===== config.mk =====
export PLATFORM = sky130hd
export DESIGN_NAME = mesh_rr_arbiter
export DESIGN_NICKNAME = d
export VERILOG_FILES = /design/src/rtl/mesh_rr_arbiter.sv
export SDC_FILE = /design/constraint.sdc
export NUM_CORES = 1
export LEC_CHECK = 0
export CAP_MARGIN = 25
export CELL_PAD_IN_SITES_DETAIL_PLACEMENT = 1
export CELL_PAD_IN_SITES_GLOBAL_PLACEMENT = 1
export CORE_ASPECT_RATIO = 1.1
export CORE_UTILIZATION = 44
export CTS_CLUSTER_DIAMETER = 30
export CTS_CLUSTER_SIZE = 20
export DETAILED_ROUTE_END_ITERATION = 8
export PLACE_DENSITY_LB_ADDON = 0.05
export SYNTH_ARGS = -nofsm -noshare
export SYNTH_HDL_FRONTEND = slang
export SYNTH_SLANG_ARGS = --single-unit

===== constraint.sdc =====
create_clock -name clk -period 9.35 [get_ports clk]
set_clock_uncertainty 0.2 [all_clocks]
set_input_delay 2.3375 -clock clk [delete_from_list [all_inputs] [get_ports clk]]
set_output_delay 2.3375 -clock clk [all_outputs]
set_load 0.01 [all_outputs]

===== src/rtl/mesh_rr_arbiter.sv =====
// Round-robin arbiter for one shared mesh output with multi-flit grant hold.
// Define ARB_HOLD_TIMEOUT_EN to bound a held grant to HOLD_MAX cycles.
module mesh_rr_arbiter #(
    parameter int N_PORTS  = 5,
    parameter int HOLD_MAX = 16
) (
    input  logic                       clk,
    input  logic                       reset,
    input  logic [N_PORTS-1:0]         portRequest,
    input  logic [N_PORTS-1:0]         portHold,
    output logic [N_PORTS-1:0]         portGrant,
    output logic                       grantValid,
    output logic [$clog2(N_PORTS)-1:0] grantIndex,
    output logic                       holdTimeout
);

    localparam int IW = $clog2(N_PORTS);
    localparam logic [N_PORTS-1:0] ONE = N_PORTS'(1);

    // An out-of-range parameter fails elaboration on an unknown module.
    if (N_PORTS < 2 || N_PORTS > 16 || HOLD_MAX < 2 || HOLD_MAX > 256) begin : g_bad_param
        mesh_rr_arbiter_illegal_parameter u_bad ();
    end

    typedef enum logic {
        IDLE,
        GRANTED
    } state_t;

    state_t                 state;
    logic [IW-1:0]          ptr;
    logic [IW-1:0]          base;
    logic [IW-1:0]          next_ptr;
    logic [IW-1:0]          win_idx;
    logic                   found;
    logic                   owner_req;
    logic                   owner_hold;
    logic                   keep;
    logic                   timeout_hit;
    logic [2*N_PORTS-1:0]   req_dbl;
    logic [N_PORTS-1:0]     req_rot;
    logic [IW:0]            sum;

    always_comb begin
        owner_req  = portRequest[grantIndex];
        owner_hold = portHold[grantIndex];
        next_ptr   = (grantIndex == IW'(N_PORTS - 1)) ? '0 : grantIndex + 1'b1;
        keep       = (state == GRANTED) && owner_req && owner_hold && !timeout_hit;
        // A releasing owner scans from its successor, so it ranks last.
        base       = (state == GRANTED) ? next_ptr : ptr;
    end

    always_comb begin
        found   = 1'b0;
        win_idx = '0;
        sum     = '0;
        req_dbl = {portRequest, portRequest} >> base;
        req_rot = req_dbl[N_PORTS-1:0];
        for (int i = 0; i < N_PORTS; i++) begin
            if (!found && req_rot[i]) begin
                found = 1'b1;
                sum   = {1'b0, base} + (IW+1)'(i);
                if (sum >= (IW+1)'(N_PORTS)) begin
                    sum = sum - (IW+1)'(N_PORTS);
                end
                win_idx = sum[IW-1:0];
            end
        end
    end

    always_ff @(posedge clk) begin
        if (reset) begin
            state      <= IDLE;
            ptr        <= '0;
            portGrant  <= '0;
            grantValid <= 1'b0;
            grantIndex <= '0;
        end else begin
            unique case (state)
                IDLE: begin
                    if (found) begin
                        state      <= GRANTED;
                        portGrant  <= ONE << win_idx;
                        grantValid <= 1'b1;
                        grantIndex <= win_idx;
                    end
                end
                GRANTED: begin
                    if (!keep) begin
                        ptr <= next_ptr;
                        if (found) begin
                            portGrant  <= ONE << win_idx;
                            grantIndex <= win_idx;
                        end else begin
                            state      <= IDLE;
                            portGrant  <= '0;
                            grantValid <= 1'b0;
                            grantIndex <= '0;
                        end
                    end
                end
                default: state <= IDLE;
            endcase
        end
    end

`ifdef ARB_HOLD_TIMEOUT_EN
    localparam int CW = $clog2(HOLD_MAX + 1);

    logic [CW-1:0] hold_cnt;
    logic          timeout_q;

    // hold_cnt is the number of cycles the current grant has been visible.
    assign timeout_hit = (state == GRANTED) && owner_req && owner_hold &&
                         (hold_cnt == CW'(HOLD_MAX));

    always_ff @(posedge clk) begin
        if (reset) begin
            hold_cnt  <= '0;
            timeout_q <= 1'b0;
        end else begin
            timeout_q <= timeout_hit;
            if (keep) begin
                hold_cnt <= hold_cnt + 1'b1;
            end else if (found) begin
                hold_cnt <= CW'(1);
            end else begin
                hold_cnt <= '0;
            end
        end
    end

    assign holdTimeout = timeout_q;
`else
    assign timeout_hit = 1'b0;
    assign holdTimeout = 1'b0;
`endif

`ifndef SYNTHESIS
    a_onehot : assert property (@(posedge clk) disable iff (reset)
        $onehot0(portGrant));
    a_valid : assert property (@(posedge clk) disable iff (reset)
        grantValid == (|portGrant));
    a_index : assert property (@(posedge clk) disable iff (reset)
        grantValid ? portGrant[grantIndex] : (grantIndex == '0));
`endif

endmodule


==> results of run 1 <==
-- sequential cells by signal (all words and copies together) (netlist names) --
| name | cells |
|---|---|
| grantValid | 1 |
| portGrant | 5 |
| ptr | 3 |
| state | 1 |
| grantIndex | 3 |
-- cell type report --
| class | count | area share |
|---|---|---|
| flip-flops and latches | 13 | 0.146 |
| well taps | 48 | 0.0337 |
| repair buffers | 20 | 0.112 |
| multi-input cells | 152 | 0.667 |
| clock buffers | 4 | 0.0147 |
| inverters | 12 | 0.0267 |
-- worst max-delay path: cells and delay by family --
family	cells	cell delay (ps)
AOI/OAI and AO/OA	4	680
muxes	1	580
buffers and inverters	2	650
and+or+nand+nor	2	630
-- stage by stage --
| stage | instances | hold slack (ps) | total power [mW] | worst slack, ps |
|---|---|---|---|---|
| floorplan | 184 | 231 | 0.480 | 5010 |
| global placement | 245 | 247 | 0.586 | 4260 |
| detailed placement | 245 | 250 | 0.606 | 4180 |
| CTS | 249 | 262 | 0.644 | 4470 |
| global route | 249 | 288 | 0.704 | 4240 |
| finish | 249 | 261 | 0.647 | 4430 |
-- where the power goes --
group	internal [mW]	switching, mW	leakage (nW)
Combinational	0.217	0.308	0.581
Sequential	0.0700	0.0165	0.107
Clock	0.0165	0.0186	0.0150
-- synth_stat cells (2+ instances only) --
cell      instances  area share
and2_1            3       0.012
a31oi_1           4       0.016
nand2_1          15       0.037
ha_1             10       0.081
a211oi_1          2      0.0097
nand4_1           3       0.012
nand3b_1          2      0.0097
inv_2             2      0.0049
inv_1             9       0.022
dfxtp_1          13        0.17
a21oi_1          13       0.042
o211ai_1          3       0.015
a21o_1            4       0.019
o21ai_0           7       0.023
buf_2             3      0.0097
o21ai_1           4       0.013
o22ai_1           2      0.0081
o31ai_1           2      0.0097
a31o_2            2       0.011
a32o_1            6       0.039
nor2_1           12       0.029
nand2b_1          3       0.012
mux4_2            6       0.088
buf_4             2      0.0097
nand3_1           5       0.016
and3_1            3       0.012
mux2i_1           6       0.039
-- cell families after synthesis --
kind of cell             share of synthesized area
multiplexers                                 0.151
AO/OA/AOI/OAI                                0.303
flip-flops                                   0.169
AND/OR/NAND/NOR                              0.215
other                                      0.00243
adder cells (fa/ha/maj)                     0.0942
buffers and inverters                       0.0601
XOR/XNOR                                   0.00568
-- final timing paths --
path                                     start      endpoint  slack, ps  cells past startpoint
worst min-delay path                    ptr[2]        ptr[2]        260                      2
worst max-delay path            portRequest[1]  portGrant[0]       4430                      9
worst max register to register   grantIndex[0]  portGrant[0]       5440                     13
worst min register to register          ptr[2]        ptr[2]        260                      2
-- per-layer routing --
layer	vias to the layer above	wire [um]
met5	-	0
met4	0	70
met3	9	74
met2	23	2340
met1	752	1980
li1	740	-
==> results.md, run 1 <==
- Initial DRC Count: 39
- Largest net degree at the start of global routing: 18
- Highest clock rate: 203 MHz
- Crit path cell chain: clkdlybuf4s50_1, inv_1, mux4_2, or4_1, o31ai_1, nor3b_1, o21ai_1, a21boi_1, a32o_1
- Post-Syn Area: 0.00154 mm2
- Number of antenna violations at the first check in global routing: 0
- Multi-input logic area: 0.00119 mm2
- Post-synth top flop: dfxtp_1
- Port bufs: 20
- CTS sink count: 13
- Placer Congestion: between 0.9 and 1
- Share of layout cells above drive strength 1: 0.129
- Commonest non-fill, non-tap cell in the layout: clkdlybuf4s50_1
- Drt pass-1 iters: 4
- Clock slew at reported path FFs: 80 ps
- Final min period: 4920 ps
- Die area: between 0.003 and 0.004 mm2
- Crit Path Max Fanout: 9
- Slowest CP cell: mux4_2
- Die height: 64.1 um
- Measured slew at the worst slew-check pin: 568 ps
- Slew headroom: 0.617
- Setup CP Type: in2reg
- Crit path DAT: 4890 ps
- Avg WL per Cell: 17.9 um
- Net Count, Synth: 207
- Post-synthesis sequential area ratio: 0.169
- PD cells: about 360 mW/mm2
- Post-synth EDFFs: 0
- Status: completed
- Layout area overhead: 15.7%
- Hold/Removal Path Class: reg2reg
- Via count: 1524
- Clock Path Buffers: 2
- Design area: 0.00178 mm2
- First-pass GRT wire length: just under 8000 um
- Clock Latency Late Sink: roughly 280 ps
- Synth cell types: 65
- Routed Antenna Nets: 0
- Critical Path Max Stage Delay: slightly below 600 ps
- CTS buffer count: 3
- Leakage: 0.703 nW
- Vias in the first global route: ~1600
- # hold bufs at CTS: 0
- Nets@finish: 225
- Max-slew violation count: 0
- Max rail drop VDD: 0.148 mV
- Synthesis-stage register bit count: 13
- Met2 Resource Use GR: 0.473
- Post-CTS setup buffers: 0
- DP Area: 0.00176 mm2
- Post-Route WL: 4460 um
- Most frequent cells in the layout: clkdlybuf4s50_1 (20), nand2_1 (15), a21oi_1 (13), dfxtp_1 (13), nor2_1 (12)
- Setup-failing EPs final: 0
- CTS tree: built
- Total Routing Usage GR: 0.260
- # IOs: 22
- Unrepaired setup endpoints after global routing: no
- Chip width: 58.4 um
- Starting Density: 0.463
- Max-cap violations: 0
- Final Hold Vio Count: 0
- Crit path capture type: flip-flop
- Ys async rst share: 0
- Residual DRC: 0
- Crit share post-route: 0.526
- Core ar.: 0.00333 mm2
- Fillcell total: about 410
- Cells after Synth: roughly 180
- Core Rows: 22
- Via-to-Cell Ratio: 6.12
- CP Launch Type: primary input
- CTS root buf: clkbuf_4
- CP required: approximately 9300 ps
- Post-cts repair resize count: 0
- Synth warn: 0
- Utilization after layout: 0.535
- Layer with the highest usage: met2
- Dpl hpwl: ~3500 um
- Post-route setup TNS: 0 ps
- Total area of sequential cells: 260 um2
- # diodes: 0
- Total gr overflow: 0
- Met1 Use GR: 0.326
- Met3 GRT Util: 0.0162
- Mean Syn Cell Area: 8.38 um2
- H-tree levels: 1
No activity file was read; power rests on OpenSTA's default activity.
==> inputs of run 2 (changes only) <==
CORE_UTILIZATION = 41   (was 44)
clock period = 5 ns   (was 9.35 ns; I/O delays follow)
==> run 2 against run 1 <==
Effect of this change:
- setup slack got worse by 3300 ps
- utilization fell by 3.8 points
- worst hold slack improved by 6.9 ps
- clock-buffer cell count did not move
- combinational power rose by 85%
- sequential power rose by 86%
- largest power group unchanged
==> results.md, run 2 (synthesis gave the netlist of run 1 again) <==
- Post-cts repair resize count: 0 (unchanged)
- Avg WL per Cell: 17.4 um (was 17.9 um)
- Core Rows: 23 (was 22)
- Crit path capture type: flip-flop (unchanged)
- Top reg by flops: portGrant (unchanged)
- Reg-to-reg critical path startpoint: grantIndex[0] (unchanged)
- Switching pwr: 0.631 mW (was 0.343 mW)
- First-pass GRT wire length: 6990 um (was 7740 um)
- # hold bufs at CTS: 0 (unchanged)
- Leakage: 0.710 nW (was 0.703 nW)
- PD cells: 677 mW/mm2 (was 363 mW/mm2)
- Total area of sequential cells: 260 um2 (unchanged)
- Residual DRC: 0 (unchanged)
- CP Launch Type: primary input (unchanged)
- Multi-input logic area: 0.00119 mm2 (unchanged)
- Largest net degree at the start of global routing: 18 (unchanged)
- Measured slew at the worst slew-check pin: 635 ps (was 568 ps)
- Clock Latency Late Sink: 240 ps (was 280 ps)
- Crit path DAT: 3830 ps (was 4890 ps)
- CTS root buf: clkbuf_8 (was clkbuf_4)
- Port bufs: 20 (unchanged)
- Max reg flops: 5 (unchanged)
- Fillcell total: 465 (was 414)
- CP required: 4930 ps (was 9320 ps)
- Total gr overflow: 0 (unchanged)
- Clock Path Buffers: 2 (unchanged)
- Post-Route WL: 4370 um (was 4460 um)
- Drt pass-1 iters: 5 (was 4)
- Slew headroom: 0.572 (was 0.617)
- Hold depth: 1 (was 2)
- H-tree levels: 1 (unchanged)
- Dpl hpwl: 3440 um (was 3500 um)
- Crit Path Max Fanout: 9 (unchanged)
- Largest regs: portGrant (5), grantIndex (3), ptr (3) (unchanged)
- Placer Congestion: 0.855 (was 0.908)
- Most frequent cells in the layout: clkdlybuf4s50_1 (20), nand2_1 (15), a21oi_1 (13), dfxtp_1 (13), nor2_1 (12) (unchanged)
- Clock slew at reported path FFs: 50 ps (was 80 ps)
- Starting Density: 0.425 (was 0.463)
- Via count: 1523 (was 1524)
- Crit share post-route: 0.780
- Vias in the first global route: 1519 (was 1602)
- Total Routing Usage GR: 0.232 (was 0.260)
- Hold slack: 268 ps (was 261 ps)
- Min-Delay Endpoint: portGrant[2] (was ptr[2])
- Status: completed (unchanged)
- Share of layout cells above drive strength 1: 0.129 (unchanged)
- Sw frac: 0.516 (was 0.531)
- Setup CP Type: in2reg (unchanged)
- Unrepaired setup endpoints after global routing: no (unchanged)
- Initial DRC Count: 85 (was 39)
- R2R cell count: 13 (unchanged)
- Via-to-Cell Ratio: 6.07 (was 6.12)
- Highest clock rate: between 200 and 300 MHz
- Commonest non-fill, non-tap cell in the layout: clkdlybuf4s50_1 (unchanged)
- Layout area overhead: 17.0% (was 15.7%)
- Max rail drop VDD: 0.318 mV (was 0.148 mV)
- # IOs: 22 (unchanged)
- Chip width: 60.5 um (was 58.4 um)
- Utilization after layout: 0.498 (was 0.535)
- Post-route setup TNS: 0 ps (unchanged)
- CTS tree: built (unchanged)
- Setup-failing EPs final: 0 (unchanged)
- Clock Power Share: 0.074 (was 0.054)
- Max-cap violations: 0 (unchanged)
- Nets@finish: 225 (unchanged)
- Core ar.: 0.00363 mm2 (was 0.00333 mm2)
- Worst Hold Launch: portGrant[2] (was ptr[2])
- Routed Antenna Nets: 0 (unchanged)
- CTS buffer count: 3 (unchanged)
- # diodes: 0 (unchanged)
- Final Hold Vio Count: 0 (unchanged)
- Sequential Power Share: 0.132 (was 0.134)
- Total Power: 1.22 mW (was 0.647 mW)
- Power Internal: 0.592 mW (was 0.303 mW)
- Max-slew violation count: 0 (unchanged)
- Number of antenna violations at the first check in global routing: 0 (unchanged)
- Reg2Reg Setup Slack: 1130 ps (was 5440 ps)
- RR Endpoint: portGrant[0] (unchanged)
- Die area: 0.00401 mm2 (was 0.00374 mm2)
- Die height: 66.3 um (was 64.1 um)
- Hold/Removal Path Class: reg2reg (unchanged)
- Final min period: 3900 ps
- CTS sink count: 13 (unchanged)
- Post-CTS setup buffers: 0 (unchanged)
- Gate power share: 0.794 (was 0.812)
[run 2: cell counts in the layout (fill, tap and decap cells not counted)]
Identical to the previous run, type by type.
[run 2: cell type report]
| type | instances | share of cell area |
|---|---|---|
| Multi-Input combinational cell | 152 | 0.659 |
| Tap cell | 50 | 0.0347 |
| Sequential cell | 13 | 0.144 |
| Inverter | 12 | 0.0264 |
| Clock buffer | 4 | 0.0250 |
| Timing Repair Buffer | 20 | 0.111 |
[run 2: worst max-delay path by stage]
stage / from / to / slack, ps
after floorplan: grantIndex[0] / portGrant[1] / 1630
after global placement: portRequest[1] / portGrant[4] / 960
after detailed placement: portRequest[2] / portGrant[4] / 900
after CTS: grantIndex[0] / portGrant[0] / 1120
after global routing: grantIndex[0] / portGrant[0] / 880
final: portRequest[2] / portGrant[4] / 1100
[run 2: routing by layer]
metal  track usage  vias to the layer above  wire length [um]
met5             0                        -                 0
met1         0.283                      746              1900
met3       0.00978                        8                97
met4        0.0852                        0                71
met2         0.420                       29              2300
li1              -                      740                 -
[run 2: critical path, stage by stage]
cell	delay, ps
clkdlybuf4s50_1	570
inv_1	110
mux4_2	570
nand4_1	140
o31a_1	240
nor3b_1	330
o21ai_0	140
and3_1	220
a32o_1	250
[run 2: stage by stage]
step / instances / setup slack, ps / area (um2)
after detailed placement: 247 / 905 / 1760
after global routing: 251 / 882 / 1800
after floorplan: 184 / 1630 / 1540
final: 251 / 1100 / 1800
after CTS: 251 / 1120 / 1800
after global placement: 247 / 963 / 1760
[run 2: power by group through the flow]
stage          Combinational [mW]  Sequential [mW]  Clock [mW]
3_5_place_dp                0.965            0.164           0
2_1_floorplan               0.736            0.161           0
6_report                    0.971            0.161      0.0902
3_3_place_gp                0.942            0.163           0
5_1_grt                      1.07            0.166      0.0969
4_1_cts                     0.969            0.162      0.0927
==> inputs of run 3 (changes only) <==
CORE_UTILIZATION = 37   (was 41)
clock period = 3.5 ns   (was 5 ns; I/O delays follow)
==> run 3 against run 2 <==
Effect of this change:
- sequential power up 33%
- clock-buffer cell count unchanged
- first-iteration DRC count up 12%
- critical path type is now reg2reg
- cell count up 18%
- design area up 20%
==> results.md, run 3 (synthesis gave the netlist of run 1 again) <==
- Pre-CTS setup slack: -248 ps (was 905 ps)
- R2R cell count: 12 (was 13)
- H-tree levels: 1 (unchanged)
- PD cells: 1000 mW/mm2 (was 677 mW/mm2)
- Largest regs: portGrant (5), grantIndex (3), ptr (3) (unchanged)
- Hold slack: 273 ps (was 268 ps)
- Chip width: 63.5 um (was 60.5 um)
- Crit path max-delay family: compound AO/OA/AOI/OAI gates (was simple AND/OR/NAND/NOR gates)
- CP Launch Type: flip-flop (was primary input)
- Critical Path Max Stage Delay: 440 ps (was 570 ps)
- Final Hold Vio Count: 0 (unchanged)
- Clock Latency Late Sink: 240 ps (about the same)
- Setup-failing EPs final: 0 (unchanged)
- Layout area overhead: 40.5% (was 17.0%)
- Most frequent cells in the layout: buf_4 (43), clkdlybuf4s50_1 (19), nand2_1 (15) (was clkdlybuf4s50_1 (20), nand2_1 (15), a21oi_1 (13), dfxtp_1 (13), nor2_1 (12))
- Max-cap violations: 0 (unchanged)
- WP buf/inv: 2 (unchanged)
- Hold/Removal Path Class: reg2reg (unchanged)
- CTS root buf: clkbuf_8 (unchanged)
- Post-Route WL: 5580 um (was 4370 um)
- Total Power: 2.17 mW (was 1.22 mW)
- Crit path capture type: flip-flop (unchanged)
- Number of antenna violations at the first check in global routing: 0 (unchanged)
- Top reg by flops: portGrant (unchanged)
- Die area: 0.00443 mm2 (was 0.00401 mm2)
- Setup WS post-layout: 6.04 ps (was 1100 ps)
- Initial DRC Count: 95 (was 85)
- # hold bufs at CTS: 0 (unchanged)
- Crit path cell chain: buf_4, ha_1, or3b_1, a31o_2, inv_2, ha_1, a21oi_1, o311ai_0, a32oi_1, a211oi_2, o21ai_1, a32o_1 (was clkdlybuf4s50_1, inv_1, mux4_2, nand4_1, o31a_1, nor3b_1, o21ai_0, and3_1, a32o_1)
- Core Rows: 24 (was 23)
- Final min period: roughly 3500 ps
- Total gr overflow: 0 (unchanged)
- Layout Cells excl Fill: 296 (was 251)
- Clock Power Share: 0.061 (was 0.074)
- First-pass GRT wire length: 9180 um (was 6990 um)
- Core ar.: 0.00396 mm2 (was 0.00363 mm2)
- Sw frac: 0.486 (was 0.516)
- Setup CP Type: reg2reg (was in2reg)
- CP required: 3430 ps (was 4930 ps)
- Starting Density: 0.389 (was 0.425)
- Clock slew at reported path FFs: 50 ps (about the same)
- Via count: 1730 (was 1523)
- Slowest CP cell: o311ai_0 (was clkdlybuf4s50_1)
- Placer Congestion: 0.898 (was 0.855)
- Post-route setup TNS: 0 ps (unchanged)
- Post-placement cell count: 290 (was 247)
- Crit Path Max Fanout: 5 (was 9)
- Switching pwr: 1.06 mW (was 0.631 mW)
- Max rail drop VDD: 0.446 mV (was 0.318 mV)
- Leakage: 0.929 nW (was 0.710 nW)
- # IOs: 22 (unchanged)
- Via-to-Cell Ratio: 5.84 (was 6.07)
- Drt pass-1 iters: 4 (was 5)
- Power Internal: 1.12 mW (was 0.592 mW)
- Crit share post-route: 0.998
- Highest clock rate: around 290 MHz
- Total Routing Usage GR: 0.261 (was 0.232)
- CTS buffer count: 3 (unchanged)
- Utilization after layout: 0.546 (was 0.498)
- Commonest non-fill, non-tap cell in the layout: buf_4 (was clkdlybuf4s50_1)
- CTS sink count: 13 (unchanged)
- Vias in the first global route: 1874 (was 1519)
- CTS tree: built (unchanged)
- Residual DRC: 0 (unchanged)
- Crit path DAT: 3420 ps (was 3830 ps)
- Most used cell along the critical path: ha_1
- Share of layout cells above drive strength 1: 0.316 (was 0.129)
- Avg WL per Cell: 18.9 um (was 17.4 um)
- Hold depth: 1 (unchanged)
- Sequential Power Share: 0.099 (was 0.132)
- Max-slew violation count: 0 (unchanged)
- Gate power share: 0.841 (was 0.794)
- Port bufs: 20 (unchanged)
- # diodes: 0 (unchanged)
- Largest net degree at the start of global routing: 15 (was 18)
- Dpl hpwl: 4340 um (was 3440 um)
- Clock Path Buffers: 2 (unchanged)
- Status: completed (unchanged)
- Nets@finish: 268 (was 225)
- Fillcell total: 493 (was 465)
- Design area: 0.00217 mm2 (was 0.00180 mm2)
- Max reg flops: 5 (unchanged)
- DP Area: 0.00207 mm2 (was 0.00176 mm2)
- Routed Antenna Nets: 0 (unchanged)
- CP Depth: 12 (was 9)
- Die height: 69.7 um (was 66.3 um)
## run 3: worst reg2reg max path: stages, from the launching register on
cell and delay (ps):
dfxtp_1 330, buf_4 160, ha_1 190, or3b_1 390, a31o_2 310, inv_2 110
ha_1 240, a21oi_1 120, o311ai_0 440, a32oi_1 180, a211oi_2 300, o21ai_1 150
a32o_1 250
## run 3: layout make-up
cell class                 instances  area, um2  area share
tap                               52       65.1      0.0300
inverter                          12       47.5      0.0220
multi-input combinational        152       1220       0.564
clock buffer                       4       45.0      0.0208
timing repair buffer              63        526       0.243
sequential                        13        260       0.120
## run 3: per-layer routing
layer,share of wire,up-vias,wire (um),GRT usage
met4,0.023,0,129,0.121
met5,0,-,0,0
met3,0.023,16,131,0.0197
met2,0.53,33,2980,0.475
li1,-,828,-,-
met1,0.42,853,2340,0.305
## run 3: power groups by stage
stage	logic, mW	registers (mW)	clock network (mW)
3_5_place_dp	1.72	0.217	0
2_1_floorplan	1.05	0.231	0
4_1_cts	1.75	0.214	0.135
5_1_grt	1.97	0.218	0.138
3_3_place_gp	1.66	0.215	0
6_report	1.83	0.214	0.131
## run 3: path summary, 6_finish.rpt
kind | startpoint | end | slack, ps
min | portGrant[0] | portGrant[0] | 270
max reg2reg | grantIndex[1] | portGrant[1] | 6
min reg2reg | portGrant[0] | portGrant[0] | 270
max | grantIndex[1] | portGrant[1] | 6
## run 3: repair_timing
action                                 in CTS  in global routing
endpoints found under the hold margin       0                  0
buffers inserted                            0                  2
resized for setup                           1                 10
setup endpoints to repair                   3                  7
